File: config.mk
export PLATFORM = sky130hd
export DESIGN_NAME = matmul_job_scheduler
export DESIGN_NICKNAME = d
export VERILOG_FILES = /design/src/rtl/matmul_sched_pkg.sv /design/src/rtl/matmul_job_scheduler_fifo.sv /design/src/rtl/matmul_job_scheduler.sv
export SDC_FILE = /design/constraint.sdc
export NUM_CORES = 1
export LEC_CHECK = 0
export CORE_MARGIN = 1.5
export CORE_UTILIZATION = 57
export CTS_CLUSTER_DIAMETER = 50
export DETAILED_ROUTE_END_ITERATION = 10
export HOLD_SLACK_MARGIN = 0.15
export PLACE_DENSITY = 0.79
export SLEW_MARGIN = 15
export SYNTH_ARGS = -nofsm -noshare
export SYNTH_HDL_FRONTEND = slang
export SYNTH_SLANG_ARGS = --single-unit
File: constraint.sdc
create_clock -name clock -period 3.18 [get_ports clock]
set_clock_uncertainty 0.2 [all_clocks]
set_input_delay 0.795 -clock clock [delete_from_list [all_inputs] [get_ports clock]]
set_output_delay 0.795 -clock clock [all_outputs]
set_load 0.02 [all_outputs]
File: src/rtl/matmul_sched_pkg.sv
// Shared types for the matrixmul job scheduler: FSM states, job descriptor and
// completion record.
package matmul_sched_pkg;

  localparam int SCHED_ID_W  = 4;
  localparam int SCHED_ARG_W = 32;
  localparam int SCHED_CYC_W = 32;
  localparam int JOBS_DONE_W = 16;

  typedef enum logic [2:0] {
    IDLE,
    START,
    RUN,
    REPORT,
    ERR
  } sched_state_e;

  typedef struct packed {
    logic [SCHED_ID_W-1:0]  id;
    logic [SCHED_ARG_W-1:0] arg;
  } job_t;

  typedef struct packed {
    logic [SCHED_ID_W-1:0]  id;
    logic [SCHED_CYC_W-1:0] cycles;
    logic                   timeout;
  } res_t;

endpackage

File: src/rtl/matmul_job_scheduler_fifo.sv
// Synchronous job descriptor FIFO; full/empty come from a registered occupancy
// count, and the head entry is visible combinationally on dout.
module sched_job_fifo
  import matmul_sched_pkg::*;
#(
  parameter int DEPTH = 4
) (
  input  logic clock,
  input  logic reset,
  input  logic push,
  input  logic pop,
  input  job_t din,
  output job_t dout,
  output logic full,
  output logic empty
);

  localparam int AW = $clog2(DEPTH);
  localparam int CW = AW + 1;

  job_t          mem [DEPTH];
  logic [AW-1:0] wr_ptr;
  logic [AW-1:0] rd_ptr;
  logic [CW-1:0] count;
  logic          do_push;
  logic          do_pop;

  assign full    = (count == CW'(DEPTH));
  assign empty   = (count == '0);
  assign dout    = mem[rd_ptr];
  assign do_push = push & ~full;
  assign do_pop  = pop & ~empty;

  always_ff @(posedge clock) begin
    if (do_push) mem[wr_ptr] <= din;
  end

  always_ff @(posedge clock or negedge reset) begin
    if (!reset) begin
      wr_ptr <= '0;
      rd_ptr <= '0;
      count  <= '0;
    end else begin
      if (do_push) wr_ptr <= wr_ptr + AW'(1);
      if (do_pop)  rd_ptr <= rd_ptr + AW'(1);
      case ({do_push, do_pop})
        2'b10:   count <= count + CW'(1);
        2'b01:   count <= count - CW'(1);
        default: count <= count;
      endcase
    end
  end

endmodule

File: src/rtl/matmul_job_scheduler.sv
// Job-level ap_ctrl_chain controller: queues descriptors, dispatches them in
// order, times each job with a watchdog and returns one completion record.
//
//   state  | meaning
//   IDLE   | waiting for a queued job and ap_idle
//   START  | ap_start held until the kernel returns ap_ready
//   RUN    | kernel running, waiting for ap_done
//   REPORT | completion record presented on res_*
//   ERR    | watchdog fired; sticky until reset, no further dispatch
module matmul_job_scheduler
  import matmul_sched_pkg::*;
#(
  parameter int DEPTH   = 4,
  parameter int ID_W    = SCHED_ID_W,
  parameter int ARG_W   = SCHED_ARG_W,
  parameter int CYC_W   = SCHED_CYC_W,
  parameter int TIMEOUT = 65536
) (
  input  logic                   clock,
  input  logic                   reset,
  input  logic                   job_valid,
  output logic                   job_ready,
  input  logic [ID_W-1:0]        job_id,
  input  logic [ARG_W-1:0]       job_arg,
  output logic                   ap_start,
  input  logic                   ap_ready,
  input  logic                   ap_done,
  input  logic                   ap_idle,
  output logic                   ap_continue,
  output logic [ARG_W-1:0]       kern_arg,
  output logic                   res_valid,
  input  logic                   res_ready,
  output logic [ID_W-1:0]        res_id,
  output logic [CYC_W-1:0]       res_cycles,
  output logic                   res_timeout,
  output logic                   busy,
  output logic [JOBS_DONE_W-1:0] jobs_done
);

  sched_state_e           state, state_nxt;
  job_t                   fifo_din, fifo_dout, cur_q;
  res_t                   res_q;
  logic [SCHED_CYC_W-1:0] cnt_q, cnt_inc, wd_q;
  logic [JOBS_DONE_W-1:0] jobs_done_q;
  logic                   fifo_full, fifo_empty, pop;
  logic                   done_hit, wd_hit, accept, wd_tc;

  assign fifo_din.id  = SCHED_ID_W'(job_id);
  assign fifo_din.arg = SCHED_ARG_W'(job_arg);
  assign job_ready    = ~fifo_full;
  assign pop          = (state == IDLE) & ~fifo_empty & ap_idle;
  assign cnt_inc      = cnt_q + SCHED_CYC_W'(1);
  // Watchdog down-counter hits zero on the TIMEOUT-th START/RUN cycle.
  assign wd_tc        = (wd_q == '0);

  sched_job_fifo #(.DEPTH(DEPTH)) u_fifo (
    .clock (clock),
    .reset (reset),
    .push  (job_valid),
    .pop   (pop),
    .din   (fifo_din),
    .dout  (fifo_dout),
    .full  (fifo_full),
    .empty (fifo_empty)
  );

  always_comb begin
    state_nxt   = state;
    ap_start    = 1'b0;
    ap_continue = 1'b0;
    accept      = 1'b0;
    done_hit    = 1'b0;
    wd_hit      = 1'b0;
    case (state)
      IDLE:   if (pop) state_nxt = START;
      START: begin
        ap_start = 1'b1;
        if (ap_ready && ap_done) begin
          done_hit  = 1'b1;
          state_nxt = REPORT;
        end else if (wd_tc) begin
          wd_hit    = 1'b1;
          state_nxt = REPORT;
        end else if (ap_ready) begin
          state_nxt = RUN;
        end
      end
      RUN: begin
        if (ap_done) begin
          done_hit  = 1'b1;
          state_nxt = REPORT;
        end else if (wd_tc) begin
          wd_hit    = 1'b1;
          state_nxt = REPORT;
        end
      end
      REPORT: begin
        if (res_ready) begin
          accept = 1'b1;
          if (!res_q.timeout) begin
            ap_continue = 1'b1;
            state_nxt   = IDLE;
          end else begin
            state_nxt = ERR;
          end
        end
      end
      ERR:     state_nxt = ERR;
      default: state_nxt = IDLE;
    endcase
  end

  always_ff @(posedge clock or negedge reset) begin
    if (!reset) begin
      state       <= IDLE;
      cur_q       <= '0;
      res_q       <= '0;
      cnt_q       <= '0;
      wd_q        <= '0;
      jobs_done_q <= '0;
    end else begin
      state <= state_nxt;
      if (pop) begin
        cur_q <= fifo_dout;
        cnt_q <= '0;
        wd_q  <= SCHED_CYC_W'(TIMEOUT - 1);
      end else if (state == START || state == RUN) begin
        cnt_q <= cnt_inc;
        wd_q  <= wd_q - SCHED_CYC_W'(1);
      end
      if (done_hit || wd_hit) begin
        res_q.id      <= cur_q.id;
        res_q.cycles  <= cnt_inc;
        res_q.timeout <= wd_hit;
      end
      if (accept) jobs_done_q <= jobs_done_q + JOBS_DONE_W'(1);
    end
  end

  assign kern_arg    = ARG_W'(cur_q.arg);
  assign res_valid   = (state == REPORT);
  assign res_id      = ID_W'(res_q.id);
  assign res_cycles  = CYC_W'(res_q.cycles);
  assign res_timeout = res_q.timeout;
  assign busy        = (state != IDLE);
  assign jobs_done   = jobs_done_q;

endmodule

Word level (Yosys, flattened, before mapping)
Memories as Yosys holds them, arrays and structs flattened. A register that Yosys moved wholly into a read port is not among the register bits.
Index checks and enable logic that the tools add are counted.
Operators by class
  $add $sub $neg: 7
  equal/unequal tests: 11
  mux-type cells: 29
  bitwise gates (word level): 6
  reductions and logical operators: 11
Operators with widths (count)
  32-bit 2-to-1 mux: 4
  32-bit by 1-bit adder with 32-bit output, second input constant: 1
  32-bit zero test: 1
  32-bit by 1-bit subtractor with 32-bit output, second input constant: 1
  3-bit 2-to-1 mux: 8
  16-bit by 1-bit adder with 16-bit output, second input constant: 1
  3-bit case mux with 5 select lines: 1
  1-bit 2-to-1 mux: 13
  3-bit by 2-bit == test with 1-bit output, second input constant: 2
  3-bit == test, second input constant: 2
  3-bit zero test: 2
  3-bit case mux with 2 select lines: 1
  2-bit by 1-bit adder with 2-bit output, second input constant: 2
  1-bit bitwise AND: 4
  2-bit by 1-bit inequality test with 1-bit output, second input constant: 2
  4-bit inequality test, second input constant: 1
  1-bit case mux with 2 select lines: 2
  4-bit AND reduction: 1
  2-bit nonzero test: 2
  3-bit by 1-bit adder with 3-bit output, second input constant: 1
  3-bit by 1-bit == test with 1-bit output, second input constant: 1
  3-bit inequality test, second input constant: 1
  3-bit nonzero test: 1
  3-bit by 1-bit subtractor with 3-bit output, second input constant: 1
  6 further kinds: 8
Storage, ports and cells
  register bits: 127
  bits in writable memories: 144
  input bits: 43
  output and inout port bits: 90
  word-level logic and storage cells: 75
  memories kept: 1
Memories
  u_fifo.mem: words 4, width 36, rd ports 1, clocked after memory_dff 1, wr ports 1, line matmul_job_scheduler_fifo.sv:21  | job_t mem [DEPTH];

Longest topological paths before layout
Gate-level depths: netlist of run 1.
  depth after elaboration: 7
  mapped depth: 12
  mapped depth without buffers: 10

Cells and area by module
A second synthesis of run 1 with hierarchy kept.
Second synthesis, totals
  cell total of the unflattened synthesis: 996
  area total of the unflattened synthesis: 13221.4 um^2
Modules (own cells, without submodules)
  matmul_job_scheduler: times used 1, cells each 771, area each 7586.0 um^2, sequential area each 3903.7 um^2
  sched_job_fifo: times used 1, cells each 225, area each 5635.4 um^2, sequential area each 4499.3 um^2

Least setup slack after synthesis of run 1
Ideal clock, no wire load.
  kind: input -> register
  start: input ap_idle
  end: register u_fifo.count[2]
  setup time: 0.079 ns
  arrival: 2.775 ns
  required time: 2.901 ns
  setup slack: 0.126 ns
  stages on the path: 11
  path buffers: 2
  cells stage by stage: o31a_1 nand2_1 inv_1 clkbuf_1 clkbuf_1 ha_1 inv_1 fa_1 xor2_1 nor2_1 xor2_1
Between the ends
  word-level cells in the longest chain between the ends: 4
  elaborated cells on any way between the ends: 6
  those cells by class: 2 x eq/ne; 1 x mux; 2 x bitwise; 1 x reduce/logical
RTL lines
  from (decl): line matmul_job_scheduler.sv:28  | input logic ap_idle,
  1-bit bitwise AND (*): line matmul_job_scheduler.sv:51  | assign pop = (state == IDLE) & ~fifo_empty & ap_idle;
  1-bit bitwise AND (*): line matmul_job_scheduler_fifo.sv:32  | assign do_pop = pop & ~empty;
  named net u_fifo.do_pop: line matmul_job_scheduler_fifo.sv:26  | logic do_pop;
  2-bit by 1-bit == test with 1-bit output or 2-bit == test (tied branches): line matmul_job_scheduler_fifo.sv:46  | case ({do_push, do_pop})
  3-bit case mux with 2 select lines or 2-bit nonzero test (tied branches)
  to (signal assigned): line matmul_job_scheduler_fifo.sv:47  | 2'b10: count <= count + CW'(1);
  to (signal assigned): line matmul_job_scheduler_fifo.sv:48  | 2'b01: count <= count - CW'(1);
  to (signal assigned): line matmul_job_scheduler_fifo.sv:49  | default: count <= count;
  to (decl): line matmul_job_scheduler_fifo.sv:24  | logic [CW-1:0] count;
The timed path passes the listed nets; every way through them passes the cells marked *.
A chain may end at the register's enable or synchronous reset.

Final worst setup path of run 1
  start: register state[0]
  end: output busy
Between the ends
  word-level cells in the longest chain between the ends: 1
RTL lines
  from (decl): line matmul_job_scheduler.sv:40  | sched_state_e state, state_nxt;
  from (signal assigned): line matmul_job_scheduler.sv:122  | state <= state_nxt;
  3-bit nonzero test: line matmul_job_scheduler.sv:145  | assign busy = (state != IDLE);
  to (decl): line matmul_job_scheduler.sv:36  | output logic busy,
Every way passes these cells.

==> results of run 1 <==
synthesized netlist by cell type, drive strengths merged (12+ instances only):
library cell | instances | area (µm²)
dfrtp | 163 | 4080
xor2 | 34 | 298
inv | 29 | 109
mux2 | 36 | 405
nor2 | 46 | 173
buf | 41 | 297
xnor2 | 37 | 324
or3 | 12 | 75.1
a21oi | 29 | 145
nand4 | 22 | 144
mux4 | 36 | 811
clkbuf | 37 | 139
o21ai | 44 | 220
edfxtp | 144 | 4320
nand2 | 156 | 586
nand3 | 32 | 160
state kept, by name (all words and copies together) (netlist names):
register	flops
res_id	4
wd_q	32
jobs_done	16
u_fifo.wr_ptr	2
u_fifo.count	3
res_timeout	1
u_fifo.mem	144
u_fifo.rd_ptr	2
state	3
res_cycles	32
cnt_q	32
kern_arg	32
cur_q	4
cell type report:
class                           count  area (µm²)
Sequential cell                   307        8410
Fill cell                        1531        6910
Multi-Input combinational cell    588        4210
Timing Repair Buffer              161        1660
Clock buffer                       43         851
Tap cell                          285         357
Clock inverter                     14         144
Inverter                           29         109
power groups by stage:
stage	registers (mW)	clock network [mW]	logic (mW)
6_report	5.53	3.52	3.85
4_1_cts	5.55	3.59	3.90
2_1_floorplan	5.40	0	2.79
5_1_grt	5.62	3.75	4.19
3_3_place_gp	5.56	0	3.76
3_5_place_dp	5.60	0	3.86
cells by family (layout without fill, tap and decap cells):
family                     Yosys count  count (layout)  share of synthesized area
AOI/OAI and AO/OA                  105             105                     0.0468
xor gates and xnor gates            71              71                     0.0474
adders and majority gates           10              10                     0.0101
buffers and inverters              107             247                     0.0415
DFF                                307             307                      0.640
muxes                               74              74                     0.0942
and+or+nand+nor                    328             328                      0.120
worst max-delay path: stages (launching register included):
cell and delay [ns]:
dfrtp_1 0.49, nor3_2 0.33, inv_1 0.08, clkdlybuf4s50_1 0.56
what timing repair did:
item | 4_1_cts | 5_1_grt
endpoints found under the setup margin | 2 | 2
hold buffers | 1 | 0
resized for setup | 2 | 2
hold endpoints to repair | 52 | 0
stage by stage:
stage	hold WS (ns)	power, mW	std cells
2_1_floorplan	0.242	8.19	1002
3_3_place_gp	0.256	9.32	1369
3_5_place_dp	0.261	9.47	1369
4_1_cts	0.274	13.0	1427
5_1_grt	0.291	13.6	1427
6_report	0.268	12.9	1427
per-layer routing:
layer	part of all wire	wire length (µm)	up-vias
met3	0.045	1150	34
met4	0.020	514	0
met5	0	0	-
met1	0.43	11100	4138
li1	-	-	3795
met2	0.51	13100	186
worst min-delay path by stage:
stage	to	slack, ns	cells after the start
global placement	cur_q[32]	0.26	2
global route	jobs_done[15]	0.29	1
finish	jobs_done[15]	0.27	1
detailed placement	kern_arg[28]	0.26	2
CTS	jobs_done[15]	0.27	1
floorplan	cur_q[32]	0.24	2
==> out/results.tsv, run 1 <==
stage	metric	value	unit
placement	hpwl	15.8	mm
routing	drc	0	
synthesis	synth_warnings	0	
final_layout	design_area	0.0157	mm²
min_path	min-delay-start	jobs_done[15]	
setup_path	r2r_end	res_cycles[6]	
global_routing	grt_usage	0.225	
clock_network	cts.sinks	307	
power_and_ir_drop	p_sw	4.15	mW
sta	post-route-min-period	3.00	ns
placement	preCtsSetupSlack	-0.0163	ns
die	num_rows	55	
final_layout	drive_gt1_frac	0.125	
setup_path	rr_worst_depth	6	
global_routing	antenna_found_initial	0	
clock_network	clk_pin_slew	0.06	ns
final_layout	antenna_cells	0	
synthesis	seq_area_frac_synth	0.640	
routing	drt_pass1_iterations	5	
synthesis	synth_edf_count	144	
routing	dr_total_vias	8153	
clock_network	cts_tree	done	
clock_network	cts_root_buffer	clkbuf_16	
final_layout	final_common_cell	dfrtp_1	
sta	finalMaxSlewViolations	0	
setup_path	startpoint_type	register	
die	ios	133	
sta	setup_tns	0	ns
die	initial_utilization	0.580	
global_routing	use_met1	0.295	
sta	worstMarginPinSlew	0.926	ns
global_routing	grt_pass1_wl	42.9	mm
power_and_ir_drop	p_per_area	820	mW/mm²
power_and_ir_drop	leakage	6.30	nW
setup_path	cp.arrival	2.01	ns
synthesis	avgSynthCellArea	13.1	µm²
clock_network	cts_buffer_depth	3	
run_status	run_status	completed	
power_and_ir_drop	ir_drop	0.000654	V
synthesis	synthCells	1002	
sta	setup_ws	0.176	ns
global_routing	grt_max_degree	58	
die	core	0.0226	mm²
synthesis	ys_seq_elements	307	
sta	slew_headroom	0.382	
sta	fmax	333	MHz
synthesis	synthesis.nets	1055	
power_and_ir_drop	share_comb_of_total_power	0.298	
placement	gp_congestion	0.742	
run	maxCapViolCount	0	
min_path	holdCritPathClass	reg2reg	
die	dieWidth	155	µm
setup_path	worstSetupEndpoint	busy	
setup_path	crit_fanout	10	
setup_path	rrSetupSlack	0.34	ns
placement	dpl-instance-area	0.0147	mm²
global_routing	grtUsageMet3	0.0381	
setup_path	crit_type	reg2out	
setup_path	r2r_start	wd_q[9]	
synthesis	synth_cell_types	52	
final_layout	syn2layout_area_growth	19.9	%
final_layout	nNetsFinal	1171	
routing	ant_nets	0	
final_layout	final_core_util	0.695	
synthesis	synthArstFlopShare	0.531	
power_and_ir_drop	p_int	8.76	mW
clock_network	insertion_delay	0.56	ns
clock_network	numCtsBuffers	31	
sta	finalSetupViolCount	0	
synthesis	syn_area	0.0131	mm²
global_routing	use_met2	0.396	
synthesis	synth_flop_cell	dfrtp_1	
final_layout	final_cell_mix	161 x dfrtp_1, 155 x nand2_1, 144 x edfxtp_1, 129 x clkdlybuf4s50_1, 46 x nor2_1	
global_routing	grt_pass1_vias	8412	
power_and_ir_drop	pwr-share-clk	0.273	
sta	post-route-period-util	0.945	
routing	wl_per_cell	18.1	µm
routing	drtIter0Drc	521	
placement	port_buffers	132	
routing	viasPerCell	5.71	
global_routing	grt.busiest_layer	met2	
setup_path	critPathRequiredTime	2.18	ns
power_and_ir_drop	p_seq_frac	0.429	
setup_path	worstSetupStartpoint	state[0]	
sta	rsz0062_at_grt	false	
global_routing	overflow	0	
clock_network	cts_max_level	1	
setup_path	end_kind	output pin	
routing	wl	25.8	mm
clock_network	post_cts_buffers	0	
die	die_area	0.0239	mm²
die	fp.dieH	155	µm
sta	finalHoldViolations	0	
power_and_ir_drop	p_sw_frac	0.321	
Power figures use the tool's default switching activity.
==> inputs of run 2 (changes only) <==
CAP_MARGIN = 20   (was default)
==> results of run 2 <==
No change in the layout: final DEF, timing and power equal those of run 1.
